### config.mk
export PLATFORM = sky130hd
export DESIGN_NAME = round_robin_arbiter
export DESIGN_NICKNAME = d
export VERILOG_FILES = /design/src/rtl/round_robin_arbiter.sv
export SDC_FILE = /design/constraint.sdc
export NUM_CORES = 1
export LEC_CHECK = 0
export ABC_AREA = 1
export CORE_AREA = 2 2 39 41
export CTS_CLUSTER_DIAMETER = 150
export DETAILED_ROUTE_END_ITERATION = 12
export DIE_AREA = 0 0 41 43
export PLACE_DENSITY_LB_ADDON = 0.1
export SLEW_MARGIN = 40
export SYNTH_ARGS = -nofsm -noshare
export SYNTH_HDL_FRONTEND = slang
export SYNTH_SLANG_ARGS = --single-unit
### constraint.sdc
create_clock -name i_clk -period 3.6 [get_ports i_clk]
set_clock_uncertainty 0.1 [all_clocks]
set_input_delay 0.54 -clock i_clk [delete_from_list [all_inputs] [get_ports i_clk]]
set_output_delay 0.54 -clock i_clk [all_outputs]
set_load 0.02 [all_outputs]
### src/rtl/round_robin_arbiter.sv
// round_robin_arbiter: registered round-robin arbiter with a sticky valid/ready grant
module round_robin_arbiter #(
  parameter int N    = 4,
  parameter int IDXW = (N > 1) ? $clog2(N) : 1
) (
  input  logic            i_clk,
  input  logic            i_aresetn,
  input  logic [N-1:0]    i_req,
  input  logic            i_ready,
  output logic [N-1:0]    o_gnt,
  output logic [IDXW-1:0] o_gnt_idx,
  output logic            o_valid
);
  logic [N-1:0]    gnt_q, gnt_d, masked, sel, cand;
  logic [IDXW-1:0] idx_q, idx_d, ptr_q, ptr_d, cand_idx;
  logic            valid_q, valid_d, hs, load;
  // Advance the pointer past an accepted grant and pick the next candidate with it, so back-to-back grants stay fair
  always_comb begin
    hs       = valid_q & i_ready;
    load     = !valid_q | i_ready;
    ptr_d    = hs ? ((idx_q == IDXW'(N-1)) ? '0 : idx_q + 1'b1) : ptr_q;
    masked   = '0;
    for (int k = 0; k < N; k++) masked[k] = i_req[k] & (k >= int'(ptr_d));
    sel      = (|masked) ? masked : i_req;
    cand     = sel & (~sel + 1'b1);
    cand_idx = '0;
    for (int k = N - 1; k >= 0; k--) cand_idx = sel[k] ? IDXW'(k) : cand_idx;
    gnt_d    = load ? cand : gnt_q;
    idx_d    = load ? cand_idx : idx_q;
    valid_d  = load ? |i_req : valid_q;
  end
  // Grant and priority state; reset drops any in-flight grant and restores requester 0 as highest priority
  always_ff @(posedge i_clk or negedge i_aresetn) begin
    if (!i_aresetn) begin
      gnt_q   <= '0;
      idx_q   <= '0;
      valid_q <= 1'b0;
      ptr_q   <= '0;
    end else begin
      gnt_q   <= gnt_d;
      idx_q   <= idx_d;
      valid_q <= valid_d;
      ptr_q   <= ptr_d;
    end
  end
  assign o_gnt     = gnt_q;
  assign o_gnt_idx = idx_q;
  assign o_valid   = valid_q;
endmodule

# Word-level counts from Yosys, hierarchy flattened
# Index checks and enable logic that the tools add are counted.
[word_totals]
ff_bits = 9
wordCells = 27
out_inout_bits = 7
inputBits = 7
[op_classes]
reduce_logical = 3
n_eq_ne = 1
bitwise_logic = 7
mux = 7
add_sub_neg = 2
n_lt_le_gt_ge = 3
[op_table]
columns = ["cell", "count"]
rows = [
  ["2-bit 2-to-1 mux", 6],
  ["4-bit OR reduction", 2],
  ["4-bit by 1-bit adder with 4-bit output, second input constant", 1],
  ["1-bit bitwise AND", 4],
  ["4-bit bitwise AND", 1],
  ["1-bit by 2-bit >= comparator with 1-bit output, first input constant", 2],
  ["4-bit inverter", 1],
  ["3-bit 2-to-1 mux", 1],
  ["2-bit by 1-bit adder with 2-bit output, second input constant", 1],
  ["2-bit == test, second input constant", 1],
  ["2-bit >= comparator, first input constant", 1],
  ["1-bit zero test", 1],
  ["1-bit OR", 1],
]

# Depth between registers and ports, before layout
[depth]
depth_word = 10
mapped_depth = 11
depth_no_buf = 11

# Worst setup path before layout
# OpenSTA, ideal clock, no wires.
[synth_timing]
path_kind = "register to register"
from = "register idx_q[0], in the netlist o_gnt_idx[0]"
to = "register idx_q[0], in the netlist o_gnt_idx[0]"
arrival_ns = 1.389
path_buffers = 0
required_ns = 3.376
path_slack_ns = 1.987
period_less_slack_ns = 1.613
setup_ns = 0.124
stages_incl_launch_ff = 11
cell_sequence = "dfrtp_1 -> ha_1 -> nand3_1 -> nand3_1 -> nand2_1 -> inv_1 -> nand2_1 -> nand2_1 -> nand2_2 -> nand2_2 -> nand3_1"
[synth_between]
elab_chain_len = 10
elab_cells_between_ends = 15
classes_between = "1 x add/sub; 3 x order compare; 1 x eq/ne; 6 x mux; 3 x bitwise; 1 x reduce/logical"
[synth_lines]
columns = ["element", "line", "source"]
rows = [
  ["from (decl)", "15", "logic [IDXW-1:0] idx_q, idx_d, ptr_q, ptr_d, cand_idx;"],
  ["from (signal assigned)", "41", "idx_q <= idx_d;"],
  ["2-bit by 1-bit adder with 2-bit output or 2-bit == test (tied branches)", "21", "ptr_d = hs ? ((idx_q == IDXW'(N-1)) ? '0 : idx_q + 1'b1) : ptr_q;"],
  ["2-bit 2-to-1 mux (*) (2 in series)", "21", ""],
  ["1-bit by 2-bit >= comparator with 1-bit output or 2-bit >= comparator (tied branches)", "23", "for (int k = 0; k < N; k++) masked[k] = i_req[k] & (k >= int'(ptr_d));"],
  ["1-bit bitwise AND", "23", ""],
  ["4-bit OR reduction", "24", "sel = (|masked) ? masked : i_req;"],
  ["3-bit 2-to-1 mux (*)", "24", ""],
  ["2-bit 2-to-1 mux (2 in series)", "27", "for (int k = N - 1; k >= 0; k--) cand_idx = sel[k] ? IDXW'(k) : cand_idx;"],
  ["2-bit 2-to-1 mux (*)", "27", ""],
]
# Mark *: on every way between the ends. The rest lies on a longest branch, timed or not.
# A chain may end at the register's enable or synchronous reset.

# Final worst setup path
[layout_timing]
from = "register idx_q[0], in the netlist o_gnt_idx[0]"
to = "output port o_gnt_idx[0]"
[layout_rtl]
columns = ["element", "line", "source"]
rows = [
  ["to (decl)", "11", "output logic [IDXW-1:0] o_gnt_idx,"],
]
# No word-level cell between the ends.

==> impl_results.rst <==
.. list-table::
   :header-rows: 1

   * - Metric
     - Value
   * - Flop and latch count out of synthesis
     - 9
   * - Count of H-tree levels built during CTS
     - 1
   * - DIE WIDTH
     - 41 um
   * - RSZ-0062 raised after global routing
     - no
   * - Top cells by area, synth
     - dfrtp_1, nand2_1, nand3_1
   * - Fraction of final layout cells sized beyond drive strength 1
     - 0.118
   * - Overall overflow remaining after global route
     - 0
   * - First drt pass iteration count
     - 4
   * - Placed instance area
     - 599 um^2
   * - Endpoint type of the worst setup path
     - output pin
   * - Leading area contributor after synthesis
     - dfrtp_1
   * - Post-Synthesis Net Count
     - 67
   * - Relative area change from synthesis to final layout
     - 39.3%
   * - Average instance area after synthesis
     - 7.61 um^2
   * - Setup slack of the most critical reg-to-reg path
     - 1950 ps
   * - Beginning of the worst hold path
     - o_gnt[2]
   * - Origin of the critical flop-to-flop path
     - o_gnt_idx[0]
   * - Number of global-route vias before repair
     - 381
   * - Count of final max-slew check failures
     - 0
   * - Largest net degree at the start of global routing
     - 10
   * - Clock net sink count
     - 9
   * - Clock Latency Late Sink
     - 250 ps
   * - Placed wire-length estimate
     - 695 um
   * - Total power of the final layout
     - 410 uW
   * - Status
     - complete, no violations
   * - Global-route wire length before repair
     - 1560 um
   * - Number of buffers on the longest clock path
     - 2
   * - Synthesized instance count
     - 59
   * - Post-CTS Hold Buffers
     - 0
   * - Count of synthesis-stage warnings from yosys
     - 0
   * - Power per standard cell area
     - 655 mW/mm^2
   * - Hold Crit Depth
     - 2
   * - IO Port Bufs
     - 13
   * - Final hold violation count
     - 0
   * - Post-synthesis sequential area ratio
     - 0.501
   * - Worst Max-Slew Pin Slew
     - 428 ps
   * - Shortest period the worst path allows
     - 1910 ps
   * - Number of design rule violations left after detail routing
     - 0
   * - GR Util All Layers
     - 0.138
   * - Number of cell instances on the worst register-to-register path
     - 10
   * - Number of gates resized after cts
     - 0
   * - Placer Congestion
     - 0.764
   * - Summed area of non-filler cells in the final layout
     - 626 um^2
   * - Relative slew slack
     - 0.714
   * - Total number of vias
     - 393
   * - Antenna cell count
     - 0
   * - Distinct cell type count of the synthesized netlist
     - 10
   * - Reg-to-reg endpoint
     - o_gnt[2]
   * - Final TNS setup
     - 0 ps
   * - Net total in the final layout
     - 85
   * - List of cells traversed by the critical path
     - clkdlybuf4s50_1
   * - Share of Yosys cell area claimed by the top area cell type
     - 0.501
   * - Highest-delay cell along the critical path
     - clkdlybuf4s50_1
   * - Crit path max-delay family
     - buffers and inverters
   * - Critical path's largest stage delay
     - 620 ps
   * - DRT iter0 DRCs
     - 4
   * - Post-CTS setup-driven buffer insertion count
     - 0
   * - Portion of the clock cycle consumed by the worst path in the final layout
     - 0.532
   * - Data required time at the worst endpoint
     - 2960 ps
   * - Mapped Area
     - 449 um^2
   * - Element type at the critical path start
     - flop
   * - Final WL
     - 851 um
   * - Number of maximum-capacitance constraint violations
     - 0
   * - Type of the most critical hold path
     - reg -> reg
   * - Starting density of the core
     - 0.325
   * - Number of buffers inserted during clock tree synthesis
     - 3
   * - Routed via count divided by cell count
     - 4.27
   * - Cell at the root of the clock tree
     - clkbuf_4
   * - Vertical extent of the die
     - 43 um
   * - FMAX
     - 0.522 GHz
   * - WL per Instance
     - 9.25 um
   * - Clk pin slew, worst setup/hold paths
     - 60 ps
   * - DIE AREA
     - 0.00176 mm^2
   * - Category of the most critical setup path
     - reg -> out
   * - Clock tree from TritonCTS
     - yes
   * - Setup violation total in the final timing report
     - 0
   * - Initial antenna violation count
     - 0
   * - Leakage
     - 0.327 nW
   * - Core Area
     - 0.00138 mm^2
   * - Num rows
     - 14
   * - # IOs
     - 14
   * - Data arrival time at the worst-slack endpoint
     - 1270 ps
   * - Max FO, Critical Path
     - 4
   * - Post-DRT Antenna Nets
     - 0
   * - Worst VDD drop
     - 0.251 mV
   * - WHS Endpoint
     - o_gnt[2]
   * - Bufs and invs on worst path
     - 1
[routing by layer]
layer | up-vias | share of wire | track usage
met3 | 2 | 0.052 | 0.0628
met2 | 12 | 0.43 | 0.169
met5 | - | 0 | 0
li1 | 215 | - | -
met1 | 164 | 0.50 | 0.182
met4 | 0 | 0.014 | 0.100
[power breakdown]
part | internal [mW] | switching, mW | total, mW
Sequential | 0.134 | 0.0186 | 0.153
Clock | 0.0426 | 0.0341 | 0.0767
Combinational | 0.0791 | 0.101 | 0.180
[sequential cells by signal (all words and copies together), names as in the netlist]
name	cells
o_gnt_idx	2
o_gnt	4
ptr_q	2
o_valid	1
[cells by family after synthesis]
group,Yosys count,synth area share
adders and majority gates,1,0.0279
DFF,9,0.501
and+or+nand+nor,43,0.421
buffers and inverters,6,0.0501
[worst reg2reg max path: cells and delay by family (launching register included)]
family / cells / cell delay (ps)
AND/OR/NAND/NOR: 9 / 720
flip-flops: 1 / 410
adder cells (fa/ha/maj): 1 / 290
[stage by stage]
step           worst slack [ps]  std cells  utilization  hold WS (ps)
6_report                   1690         92        0.452           378
5_1_grt                    1620         92        0.452           416
4_1_cts                    1680         92        0.452           381
3_5_place_dp               1500         88        0.433           365
3_3_place_gp               1490         88        0.433           367
2_1_floorplan              1990         59            -           144
[cell type report]
class | instances | area [um^2]
Clock buffer | 4 | 26.3
Fill cell | 154 | 758
Inverter | 6 | 22.5
Multi-Input combinational cell | 44 | 201
Sequential cell | 9 | 225
Tap cell | 16 | 20.0
Timing Repair Buffer | 13 | 130
[cells in the mapped netlist]
library cell	number
nand2_1	21
dfrtp_1	9
nand3_1	7
nor2_1	7
inv_1	6
nand2_2	5
ha_1	1
nor3_1	1
or2_2	1
or3_1	1
[cells in the final DEF, fill, tap and decap left out, types with 3 or more instances in the layout]
cell and n:
dfrtp_1 9, clkdlybuf4s50_1 13, nand2_1 21, nand3_1 7, nor2_1 7, inv_1 6
clkbuf_4 3, nand2_2 5
[worst max path at each step]
| stage | startpoint | to | slack, ps | cells past startpoint |
|---|---|---|---|---|
| global route | i_ready | o_gnt_idx[1] | 1620 | 12 |
| detailed placement | i_ready | o_gnt[2] | 1500 | 12 |
| global placement | i_ready | o_gnt[2] | 1490 | 6 |
| CTS | o_gnt_idx[0] | o_gnt_idx[0] | 1680 | 1 |
| finish | o_gnt_idx[0] | o_gnt_idx[0] | 1690 | 1 |
| floorplan | o_gnt_idx[0] | o_gnt_idx[0] | 1990 | 10 |
Note: power is estimated with default switching activity, not from simulation.
